**config.mk**
```make
export PLATFORM = sky130hd
export DESIGN_NAME = pc_sequencer_flat
export DESIGN_NICKNAME = d
export VERILOG_FILES = /design/src/rtl/mips_pkg.sv /design/src/rtl/pc_sequencer_if.sv /design/src/rtl/delay_slot_tracker.sv /design/src/rtl/pc_sequencer.sv /design/src/flat_wrapper.sv
export SDC_FILE = /design/constraint.sdc
export NUM_CORES = 1
export LEC_CHECK = 0
export BUFFER_PORTS_ARGS = -buffer_cell sky130_fd_sc_hd__clkbuf_2
export CORE_MARGIN = 5
export CORE_UTILIZATION = 25
export CTS_CLUSTER_SIZE = 28
export DETAILED_ROUTE_END_ITERATION = 10
export GPL_TIMING_DRIVEN = 0
export REMOVE_ABC_BUFFERS = 1
export SLEW_MARGIN = 25
export SYNTH_ARGS = -nofsm -noshare
export SYNTH_HDL_FRONTEND = slang
export SYNTH_HIERARCHICAL = 1
export SYNTH_SLANG_ARGS = --single-unit
export TNS_END_PERCENT = 30
```
**constraint.sdc**
```tcl
create_clock -name clk -period 4.15 [get_ports clk]
set_clock_uncertainty 0.15 [all_clocks]
set_input_delay 0.415 -clock clk [delete_from_list [all_inputs] [get_ports clk]]
set_output_delay 0.415 -clock clk [all_outputs]
set_load 0.01 [all_outputs]
```
**src/rtl/mips_pkg.sv**
```systemverilog
// Shared types and constants for the MIPS program-counter sequencer.
package mips_pkg;

  typedef enum logic [1:0] {
    ST_BOOT  = 2'd0,
    ST_FETCH = 2'd1,
    ST_EXEC  = 2'd2,
    ST_HALT  = 2'd3
  } pc_seq_state_t;

  localparam logic [31:0] PC_RESET_VECTOR = 32'hBFC0_0000;
  localparam logic [31:0] PC_INCR         = 32'd4;

  // J-type targets keep the region bits of the delay-slot address.
  function automatic logic [31:0] jump_target(input logic [31:0] slot_addr,
                                              input logic [31:0] target);
    return {slot_addr[31:28], target[27:0]};
  endfunction

  function automatic logic is_misaligned(input logic [31:0] addr);
    return (addr[1:0] != 2'b00);
  endfunction

endpackage

```
**src/rtl/pc_sequencer_if.sv**
```systemverilog
// Instruction-memory read port with wait-request handshake.
interface pc_sequencer_if;
  logic        mem_read;
  logic [31:0] mem_address;
  logic        mem_waitrequest;
  logic [31:0] mem_readdata;

  modport master (output mem_read, output mem_address,
                  input  mem_waitrequest, input mem_readdata);
  modport slave  (input  mem_read, input mem_address,
                  output mem_waitrequest, output mem_readdata);
endinterface

```
**src/rtl/delay_slot_tracker.sv**
```systemverilog
// Holds the pending control-transfer target for the single architectural
// delay slot and produces the pc to load when an instruction retires.
module delay_slot_tracker
  import mips_pkg::*;
(
  input  logic        clk,
  input  logic        reset,
  input  logic        retire,
  input  logic        branch_taken,
  input  logic        branch_is_jump,
  input  logic [31:0] branch_target,
  input  logic [31:0] pc,
  output logic [31:0] next_pc
);

  logic        pend_valid_q, pend_valid_d;
  logic [31:0] pend_target_q, pend_target_d;
  logic [31:0] pc_incr;

  // Capture a target only outside a delay slot; a branch in the slot is dropped.
  always_comb begin
    pc_incr       = pc + PC_INCR;
    pend_valid_d  = pend_valid_q;
    pend_target_d = pend_target_q;
    if (retire) begin
      if (pend_valid_q) begin
        pend_valid_d = 1'b0;
      end else if (branch_taken) begin
        pend_valid_d  = 1'b1;
        pend_target_d = branch_is_jump ? jump_target(pc_incr, branch_target)
                                       : branch_target;
      end else begin
        pend_valid_d = 1'b0;
      end
    end else begin
      pend_valid_d = pend_valid_q;
    end
    next_pc = pend_valid_q ? pend_target_q : pc_incr;
  end

  // Pending-target registers.
  always_ff @(posedge clk or negedge reset) begin
    if (!reset) begin
      pend_valid_q  <= 1'b0;
      pend_target_q <= 32'd0;
    end else begin
      pend_valid_q  <= pend_valid_d;
      pend_target_q <= pend_target_d;
    end
  end

endmodule

```
**src/rtl/pc_sequencer.sv**
```systemverilog
// Multicycle fetch/execute controller owning the program counter.
// Optional alignment trap: define PC_SEQ_ALIGN_CHECK_EN to add addr_error.
module pc_sequencer
  import mips_pkg::*;
#(
  parameter logic [31:0] RESET_VECTOR = PC_RESET_VECTOR
) (
  input  logic                 clk,
  input  logic                 reset,
  pc_sequencer_if.master       mem,
  input  logic                 ex_done,
  input  logic                 branch_taken,
  input  logic                 branch_is_jump,
  input  logic [31:0]          branch_target,
  output logic [31:0]          instr,
  output logic                 instr_valid,
  output logic [31:0]          pc,
`ifdef PC_SEQ_ALIGN_CHECK_EN
  output logic                 addr_error,
`endif
  output logic                 active
);

  pc_seq_state_t state_q, state_d;
  logic [31:0]   pc_q, pc_d;
  logic [31:0]   instr_q, instr_d;
  logic          mem_read_q, mem_read_d;
  logic          instr_valid_q, instr_valid_d;
  logic          active_q, active_d;
  logic          retire;
  logic [31:0]   next_pc;
`ifdef PC_SEQ_ALIGN_CHECK_EN
  logic          addr_error_q, addr_error_d;
`endif

  assign retire = (state_q == ST_EXEC) && ex_done;

  delay_slot_tracker u_slot (
    .clk            (clk),
    .reset          (reset),
    .retire         (retire),
    .branch_taken   (branch_taken),
    .branch_is_jump (branch_is_jump),
    .branch_target  (branch_target),
    .pc             (pc_q),
    .next_pc        (next_pc)
  );

  // Next-state logic; outputs are registered from the decoded next state.
  always_comb begin
    state_d = state_q;
    pc_d    = pc_q;
    instr_d = instr_q;
`ifdef PC_SEQ_ALIGN_CHECK_EN
    addr_error_d = addr_error_q;
`endif
    case (state_q)
      ST_BOOT: state_d = ST_FETCH;
      ST_FETCH: begin
        if (!mem.mem_waitrequest) begin
          instr_d = mem.mem_readdata;
          state_d = ST_EXEC;
        end else begin
          state_d = ST_FETCH;
        end
      end
      ST_EXEC: begin
        if (ex_done) begin
          pc_d = next_pc;
          if (next_pc == 32'd0) begin
            state_d = ST_HALT;
`ifdef PC_SEQ_ALIGN_CHECK_EN
          end else if (is_misaligned(next_pc)) begin
            state_d      = ST_HALT;
            addr_error_d = 1'b1;
`endif
          end else begin
            state_d = ST_FETCH;
          end
        end else begin
          state_d = ST_EXEC;
        end
      end
      ST_HALT: state_d = ST_HALT;
      default: state_d = ST_BOOT;
    endcase
    mem_read_d    = (state_d == ST_FETCH);
    instr_valid_d = (state_d == ST_EXEC);
    active_d      = (state_d == ST_FETCH) || (state_d == ST_EXEC);
  end

  // State, pc, instruction latch and registered outputs.
  always_ff @(posedge clk or negedge reset) begin
    if (!reset) begin
      state_q       <= ST_BOOT;
      pc_q          <= RESET_VECTOR;
      instr_q       <= 32'd0;
      mem_read_q    <= 1'b0;
      instr_valid_q <= 1'b0;
      active_q      <= 1'b0;
`ifdef PC_SEQ_ALIGN_CHECK_EN
      addr_error_q  <= 1'b0;
`endif
    end else begin
      state_q       <= state_d;
      pc_q          <= pc_d;
      instr_q       <= instr_d;
      mem_read_q    <= mem_read_d;
      instr_valid_q <= instr_valid_d;
      active_q      <= active_d;
`ifdef PC_SEQ_ALIGN_CHECK_EN
      addr_error_q  <= addr_error_d;
`endif
    end
  end

  assign mem.mem_read    = mem_read_q;
  assign mem.mem_address = pc_q;
  assign instr           = instr_q;
  assign instr_valid     = instr_valid_q;
  assign pc              = pc_q;
  assign active          = active_q;
`ifdef PC_SEQ_ALIGN_CHECK_EN
  assign addr_error      = addr_error_q;
`endif

endmodule

```
**src/flat_wrapper.sv**
```systemverilog
// flat-port wrapper written by rule: the top's interface ports become plain ports
module pc_sequencer_flat import mips_pkg::*;
#(
  parameter logic [31:0] RESET_VECTOR = PC_RESET_VECTOR
)
  (clk, reset, ex_done, branch_taken, branch_is_jump, branch_target, instr, instr_valid, pc, active, mem_mem_read, mem_mem_address, mem_mem_waitrequest, mem_mem_readdata);
  pc_sequencer_if mem_i ();
  input  logic clk;
  input  logic reset;
  input  logic ex_done;
  input  logic branch_taken;
  input  logic branch_is_jump;
  input  logic [31:0] branch_target;
  output logic [31:0] instr;
  output logic instr_valid;
  output logic [31:0] pc;
  output logic active;
  output wire logic [$bits(mem_i.mem_read)-1:0] mem_mem_read;
  output wire logic [$bits(mem_i.mem_address)-1:0] mem_mem_address;
  input wire logic [$bits(mem_i.mem_waitrequest)-1:0] mem_mem_waitrequest;
  input wire logic [$bits(mem_i.mem_readdata)-1:0] mem_mem_readdata;
  assign mem_mem_read = mem_i.mem_read;
  assign mem_mem_address = mem_i.mem_address;
  assign mem_i.mem_waitrequest = mem_mem_waitrequest;
  assign mem_i.mem_readdata = mem_mem_readdata;
  pc_sequencer #(.RESET_VECTOR(RESET_VECTOR)) u_core (.clk(clk), .reset(reset), .mem(mem_i), .ex_done(ex_done), .branch_taken(branch_taken), .branch_is_jump(branch_is_jump), .branch_target(branch_target), .instr(instr), .instr_valid(instr_valid), .pc(pc), .active(active));
endmodule
```
Word level (Yosys, flattened, before mapping)
Cells that the tools add are included.
Widths: inputs -> output; s select.
{"block": "totals", "in_bits": 70, "elab_cells": 31, "ff_bits": 102}
{"block": "classes", "eq_ne": 5, "n_mux": 8, "n_reduce_logical": 7, "add_sub_neg": 1, "bitwise_logic": 2}
{"cell": "$mux 32", "n": 2}
{"cell": "$add 32x3->32 const B", "n": 1}
{"cell": "$logic_not 32->1", "n": 1}
{"cell": "$pmux 2 s4", "n": 1}
{"cell": "$eq 2x2->1 const B", "n": 3}
{"cell": "$mux 2", "n": 3}
{"cell": "$eq 2x1->1 const B", "n": 2}
{"cell": "$reduce_and 2->1", "n": 2}
{"cell": "$reduce_and 3->1", "n": 1}
{"cell": "$logic_not 2->1", "n": 1}
{"cell": "$mux 1", "n": 2}
{"cell": "$not 1->1", "n": 2}
{"cell": "$logic_and 1x1->1", "n": 1}
{"cell": "$logic_or 1x1->1", "n": 1}

Longest topological paths before layout
Gate-level depths: netlist of run 1.
{"block": "logic_depth", "depth_word": 8, "ltp_mapped": 11}

By module
Netlist of run 1, hierarchy kept.
{"mod": "pc_sequencer", "area_per_inst_um2": 3090.5, "cells_each": 198, "instances": 1}
{"mod": "delay_slot_tracker", "area_per_inst_um2": 2234.6, "cells_each": 280, "instances": 1}

Least setup slack after synthesis of run 1
Ideal clock, no wire load.
{"block": "synth_timing", "kind": "reg2reg", "start": "register u_core.pc_q[2], in the netlist u_core/mem.mem_address[2]", "end": "register u_core.active_q, in the netlist u_core/active", "setup_time_ns": 0.063, "setup_slack_ns": 1.350, "required_ns": 3.937, "arrival_time_ns": 2.587, "path_stages_with_launch": 12, "cell_sequence": "dfrtp_1 ha_1 nand3_1 nor3b_1 nand3_1 xnor2_1 mux2_2 nor4_1 nand4_1 o31ai_1 ha_1 inv_1"}
{"block": "synth_between", "elab_chain_len": 8, "elab_cells_between_ends": 9}
{"element": "from (decl)", "line": "pc_sequencer.sv:25", "rtl": "logic [31:0] pc_q, pc_d;"}
{"element": "from (signal assigned)", "line": "pc_sequencer.sv:106", "rtl": "pc_q <= pc_d;"}
{"element": "$add 32x3->32 (*)", "line": "delay_slot_tracker.sv:22", "rtl": "pc_incr = pc + PC_INCR;"}
{"element": "$mux 32 (*)", "line": "delay_slot_tracker.sv:38", "rtl": "next_pc = pend_valid_q ? pend_target_q : pc_incr;"}
{"element": "named net u_core.next_pc[26]", "line": "pc_sequencer.sv:31", "rtl": "logic [31:0] next_pc;"}
{"element": "$logic_not 32->1 (*)", "line": "pc_sequencer.sv:70", "rtl": "if (next_pc == 32'd0) begin"}
{"element": "$mux 2 (*)", "line": "pc_sequencer.sv:70"}
{"element": "$mux 2 (*)", "line": "pc_sequencer.sv:68", "rtl": "if (ex_done) begin"}
{"element": "$pmux 2 s4 (*)", "line": "pc_sequencer.sv:57", "rtl": "case (state_q)"}
{"element": "named net u_core.state_d[1]", "line": "pc_sequencer.sv:24", "rtl": "pc_seq_state_t state_q, state_d;"}
{"element": "$eq 2x1->1 or $eq 2x2->1 (tied branches)", "line": "pc_sequencer.sv:89", "rtl": "active_d = (state_d == ST_FETCH) || (state_d == ST_EXEC);"}
{"element": "$logic_or 1x1->1 (*)", "line": "pc_sequencer.sv:89"}
{"element": "named net u_core.active_d", "line": "pc_sequencer.sv:29", "rtl": "logic active_q, active_d;"}
{"element": "to (signal assigned)", "line": "pc_sequencer.sv:110", "rtl": "active_q <= active_d;"}
{"element": "to (decl)", "line": "pc_sequencer.sv:29"}
Mark *: on every way through the listed nets, which the timed path passes. The rest lies on a longest branch.
A chain may end at the register's enable or synchronous reset.

Final worst setup path of run 1
{"block": "layout_timing", "start": "register u_core.pc_q[4], in the netlist u_core/mem.mem_address[4]", "end": "register u_core.active_q, in the netlist u_core/active"}
The elaborated chain is that of the path after synthesis.

==> qor.yml, run 1 <==
floorplan:
  core_um2: 21000
  initial_core_util_pct: 25.3
  die_w_um: 156
  io_pins: 169
  row_count: 53
  dieArea_um2: 24300
  die_h_um: 156
worst_setup_path:
  path_buf_inv: 1
  crit_top_cell: "nand4_1"
  slowest_delay_ns: 0.54
  end_kind: "register"
  critical_path_arrival_ns: 3.64
  cp_top_family: "simple AND/OR/NAND/NOR gates"
  cp_max_fo: 8
  required_ns: 4.30
  cp_slowest_cell: "dfrtp_1"
  crit_type: "reg2reg"
  cp_cell_sequence: "nand3_1, nor3_1, nand4_1, xnor2_1, mux2_2, nor4_1, nand4_1, o31ai_1, ha_1, inv_1"
  crit_path_start_kind: "register"
placement:
  gp_congestion: 0.727
  post-dp-hpwl_mm: 10.4
  portBuffers: 168
  place_area_um2: 6190
cts:
  cts.sinks: 102
  cts_root_buf: "clkbuf_16"
  clock_latency_ns: 0.36
  cts_buffers: 9
  clkSlewWorstSetupHoldPaths_ns: 0.08
  cts_tree: "built"
  post-cts-setup-buffer-count: 0
  htree_levels: 3
  ctsLongestPathBuffers: 2
grt:
  grt_pass1_vias: 3979
  grt_max_degree: 58
  antenna_found_initial: 0
  grt_overflow: 0
  grt_usage_pct: 11.8
  grt_pass1_wl_mm: 22.3
detailed_routing:
  vias: 3758
  antenna_left: 0
  viasPerCell: 4.23
  drt-pass1-iter-count: 4
  drtIter0Drc: 117
  wl_mm: 14.0
  wire_per_inst_um: 15.7
  route.detailed.drc: 0
power_and_ir_drop:
  p_leak_nw: 3.43
  power_density_nw_per_um2: 294
  max-vdd-ir-drop_mv: 0.159
layout:
  fin_util_pct: 30.9
  area_growth_pct: 22.1
  diodes: 0
  drive_gt1_share_pct: 46.7
  stdcell_area_um2: 6500
  nets: 682
sta:
  rsz0062_at_grt: "false"
  slew_headroom_pct: 48.7
  maxSlewViolCount: 0
  finalHoldViolCount: 0
  max_freq_mhz: 286
  period_needed_ns: 3.50
  hold_ws_ns: 0.0859
  tightestPinTransition_ns: 0.770
  post-route-period-util_pct: 84.3
  setup_viol: 0
synth:
  synth_xor_area_share_pct: 4.61
  syn_area_per_cell_um2: 11.1
  synth_simple_gate_area_share_pct: 16.6
  postSynthCellCount: 478
  synth_compound_area_share_pct: 3.76
  ys_seq_elements: 102
  synth_area_um2: 5330
  ys_types: 44
  synth_seq_area_share_pct: 48.1
  synth_warnings: 6
  synth_fa_ha_area_share_pct: 0.705
  synth_top_family_by_area: "multiplexers"
  muxShareOfSynthArea_pct: 18.0
worst_hold_path:
  min_path_type: "in2reg"
status:
  status: "completed"
job:
  drv_cap: 0
-- final timing paths --
kind / startpoint / to / slack (ns) / cells after the start
setup / recovery: u_core/mem.mem_address[4] / u_core/active / 0.65 / 10
hold / removal: branch_target[2] / u_core/u_slot/pend_target_q[2] / 0.09 / 3
setup reg to reg: u_core/mem.mem_address[4] / u_core/active / 0.65 / 10
hold reg to reg: u_core/u_slot/pend_target_q[9] / u_core/u_slot/pend_target_q[9] / 0.32 / 2
max in group asynchronous: reset / u_core/u_slot/pend_target_q[17] / 2.83 / 3
min in group asynchronous: reset / u_core/instr[29] / 0.41 / 2
-- layer usage --
layer  part of all wire (%)  wire (um)  global-route usage (%)
met1                     46       6420                    15.9
met2                     46       6390                    18.6
met3                    7.3       1020                    3.80
met4                   0.87        122                    2.38
met5                      0          0                       0
-- through the flow --
step                      instances  setup WS (ns)  power (W)  setup TNS, ns
after floorplan                 426          0.946    0.00102              0
after global placement          869         -0.924    0.00107         -24.47
after detailed placement        872          0.602    0.00108              0
after CTS                       889          0.573    0.00196              0
after global routing            889          0.293    0.00200              0
final                           889          0.652    0.00191              0
-- flip-flops by register name (all words and copies together) (netlist names) --
register	flops
u_core/active	1
u_core/instr	32
u_core/instr_valid	1
u_core/mem.mem_address	32
u_core/mem.mem_read	1
u_core/state_q	2
u_core/u_slot/pend_target_q	32
u_core/u_slot/pend_valid_q	1
-- placed cells by master (no fill, tap or decap), drive strengths merged, types with 2 or more instances in the layout --
master	netlist	layout
nor4	8	8
nor2	6	6
ha	3	3
xnor2	17	17
nand2b	4	4
dfrtp	93	93
o21ai	25	25
nand2	116	116
and4	2	2
clkbuf	10	178
a31o	4	4
nand4	13	13
xor2	11	11
nor3	3	3
and2	3	3
mux2	76	76
dfstp	9	9
buf	41	3
nand3	10	10
inv	7	12
nor2b	2	2
and3	6	6
-- kinds of logic after synthesis --
logic type,Yosys count
compound gates,34
xor+xnor,28
fa+ha+maj,3
buf+inv,59
flops,102
mux,76
simple gates,176
-- tightest hold or removal path, cell delays in order --
cell and delay [ns]:
clkbuf_2 0.07, nand2_1 0.04, nand2_1 0.04
-- area by class of cell --
type / count / area, um2
Tap cell: 275 / 344
Fill cell: 2205 / 14500
Clock inverter: 6 / 57.6
Sequential cell: 102 / 2560
Multi-Input combinational cell: 317 / 2330
Timing Repair Buffer: 172 / 935
Clock buffer: 10 / 239
Inverter: 7 / 26.3
-- report_power, final --
part	leakage (nW)	switching, W	internal [W]
Combinational	1.90	0.0000332	0.0000296
Clock	0.148	0.000417	0.000440
Sequential	1.38	0	0.000993
Total	3.43	0.000450	0.00146
-- cells in the mapped netlist, drive strengths merged --
cell | number | area (um2)
a31o | 4 | 35.0
dfrtp | 93 | 2330
ha | 3 | 37.5
a21o | 1 | 8.76
nor4 | 8 | 80.1
inv | 7 | 26.3
nand3 | 10 | 55.1
and2 | 3 | 18.8
nor4b | 1 | 15.0
clkdlybuf4s50 | 1 | 11.3
and3 | 6 | 38.8
and4 | 2 | 17.5
xnor2 | 17 | 149
o31ai | 1 | 7.51
nand3b | 1 | 20.0
a21oi | 1 | 5.00
nor3 | 3 | 26.3
o22ai | 1 | 6.26
nor2b | 2 | 27.5
nand2b | 4 | 25.0
nor2 | 6 | 22.5
dfstp | 9 | 236
xor2 | 11 | 96.3
buf | 41 | 337
o31a | 1 | 8.76
clkbuf | 10 | 57.6
mux2 | 76 | 961
nor3b | 1 | 7.51
nand2 | 116 | 435
nand4 | 13 | 96.3
o21ai | 25 | 129
-- repair_timing --
item / in CTS / in global routing
hold buffers: 1 / 0
resized for setup: 0 / 0
hold endpoints to repair: 47 / 0
Note: power is estimated with default switching activity, not from simulation.
==> inputs of run 2 (changes only) <==
clock period = 3.2 ns   (was 4.15 ns; I/O delays follow)
==> qor.yml, run 2 (synthesized netlist as in run 1, its figures left out) <==
detailed_routing:
  antenna_left: 0  # unchanged
  drtIter0Drc: 119  # +1.7%
  drt-pass1-iter-count: 4  # unchanged
  wire_per_inst_um: 15.6  # -0.87%
  viasPerCell: 4.21  # -0.37%
  vias: 3858  # +2.7%
  wl_mm: 14.3  # +2.1%
  route.detailed.drc: 0  # unchanged
layout:
  layout_commonest_cell: "clkbuf_2"
  layout_common_cells: "167 x clkbuf_2, 115 x nand2_1, 77 x dfrtp_1"
  diodes: 0  # unchanged
  fin_cells: 916  # +3.0%
  drive_gt1_share_pct: 51.5  # +4.7 points
  area_growth_pct: 28.5
  num-fill-cells: 2174  # -1.4%
  stdcell_area_um2: 6850  # +5.3%
  nets: 709  # +4.0%
sta:
  setup_viol: 0  # unchanged
  post-route-period-util_pct: 93.5  # +9.2 points
  period_needed_ns: 2.99  # -0.506 ns
  tightestPinTransition_ns: 0.628  # -0.142 ns
  timing.final.ws_setup_ns: 0.207  # -0.444 ns
  max_freq_mhz: 334  # +17%
  slew_headroom_pct: 58.0  # +9.4 points
  maxSlewViolCount: 0  # unchanged
  finalHoldViolCount: 0  # unchanged
power_and_ir_drop:
  total_power_w: 0.00249  # +30%
  max-vdd-ir-drop_mv: 0.205  # +29%
  power_density_nw_per_um2: 363  # +23%
  p_leak_nw: 3.54  # +3.1%
grt:
  grt_usage_pct: 11.9  # +0.11 points
  grt_pass1_wl_mm: 22.5  # +1.1%
  antenna_found_initial: 0  # unchanged
  grt_overflow: 0  # unchanged
  grt_max_degree: 58  # unchanged
  grt_pass1_vias: 4068  # +2.2%
worst_setup_path:
  reg2reg_from: "u_core/mem.mem_address[2]"
  cp-endpoint: "u_core/active"
  reg2regPathDepth: 13  # +3
  crit_path_start_kind: "register"
  cp_max_fo: 6  # -2
  crit_type: "reg2reg"
  required_ns: 3.35  # -0.95 ns
  critical_path_arrival_ns: 3.14  # -0.50 ns
  timing.rr.end: "u_core/active"
  startpoint: "u_core/mem.mem_address[2]"
  rrSetupSlack_ns: 0.21  # -0.44 ns
  end_kind: "register"
floorplan:
  die_h_um: 156  # unchanged
  row_count: 53  # unchanged
  core_um2: 21000  # unchanged
  die_w_um: 156  # unchanged
  io_pins: 169  # unchanged
  initial_core_util_pct: 25.3  # unchanged
  dieArea_um2: 24300  # unchanged
cts:
  clock_latency_ns: 0.36  # about the same
  cts.sinks: 102  # unchanged
  ctsLongestPathBuffers: 2  # unchanged
  cts_tree: "built"
  htree_levels: 3  # unchanged
  cts_buffers: 9  # unchanged
  cts_root_buf: "clkbuf_16"
  clkSlewWorstSetupHoldPaths_ns: 0.08  # about the same
placement:
  gp_congestion: 0.727  # unchanged
  pre_cts_ws_ns: -0.348  # -0.950 ns
  place_area_um2: 6190  # unchanged
  dpl.cell_count: 872  # unchanged
  post-dp-hpwl_mm: 10.4  # unchanged
  portBuffers: 168  # unchanged
status:
  status: "completed"
worst_hold_path:
  min_path_type: "in2reg"
job:
  drv_cap: 0  # unchanged
-- run 2: changes by cell type in the layout (fill, tap and decap cells not counted), moves of 2 or more --
| cell | change |
|---|---|
| nand3_1 | -2 |
| nor4_1 | -2 |
| dlygate4sd3_1 | +10 |
| buf_4 | +17 |
| nor2_1 | -2 |
| nand3_4 | +2 |
| dfrtp_2 | +14 |
| dfrtp_1 | -15 |
-- run 2: power breakdown --
part	total, W	internal (W)	switching, W
clock network	0.00111	0.000571	0.000536
registers	0.00129	0.00129	0
logic	0.0000916	0.0000463	0.0000453
total	0.00249	0.00191	0.000581
-- run 2: area by class of cell --
| class | instances | area (um2) | area share (%) |
|---|---|---|---|
| Sequential cell | 102 | 2590 | 37.8 |
| Multi-Input combinational cell | 317 | 2430 | 35.5 |
| Timing Repair Buffer | 199 | 1160 | 17.0 |
| Tap cell | 275 | 344 | 5.03 |
| Clock buffer | 10 | 239 | 3.49 |
| Clock inverter | 6 | 57.6 | 0.841 |
| Inverter | 7 | 26.3 | 0.384 |
-- run 2: what timing repair did --
| action | CTS | global route |
|---|---|---|
| setup buffers | 5 | 12 |
| endpoints found under the setup margin | 4 | 30 |
| hold buffers | 11 | 0 |
| pin swaps | 5 | 8 |
| gates resized for setup | 14 | 20 |
| hold endpoints to repair | 57 | 0 |
-- run 2: how the worst min path moves through the flow --
stage                              startpoint                         endpoint  slack, ns  depth (start not counted)
2_1_floorplan                           reset                    u_core/active      -0.13                          0
3_3_place_gp   u_core/u_slot/pend_target_q[3]   u_core/u_slot/pend_target_q[3]       0.31                          2
3_5_place_dp                            reset                 u_core/instr[29]       0.18                          1
4_1_cts                     branch_target[20]  u_core/u_slot/pend_target_q[20]      0.002                          3
5_1_grt                  mem_mem_readdata[11]                 u_core/instr[11]       0.01                          2
6_report                    branch_target[21]  u_core/u_slot/pend_target_q[21]       0.01                          3
-- run 2: stage by stage --
step | setup TNS, ns | util [%] | hold WS [ns]
detailed placement | -0.770 | 29.5 | 0.180
finish | 0 | 32.6 | 0.0134
CTS | 0 | 31.8 | 0.00234
global route | -0.00856 | 32.6 | 0.0147
floorplan | -0.0171 | - | -0.126
global placement | -57.73 | 29.0 | 0.308
-- run 2: critical path: stages (launching register included) --
cell and delay, ns:
dfrtp_2 0.48, ha_4 0.21, nand3_2 0.17, nor3_4 0.22, buf_4 0.15, nand2_1 0.06
xor2_1 0.12, o21ai_0 0.17, nor4_1 0.35, nand3_1 0.11, buf_4 0.17, o31ai_4 0.26
ha_1 0.27, inv_1 0.05
-- run 2: routing by layer --
metal  track usage [%]  wire length, um
met4              2.50              137
met3              3.55              979
met1              16.1             6640
met2              18.9             6510
met5                 0                0
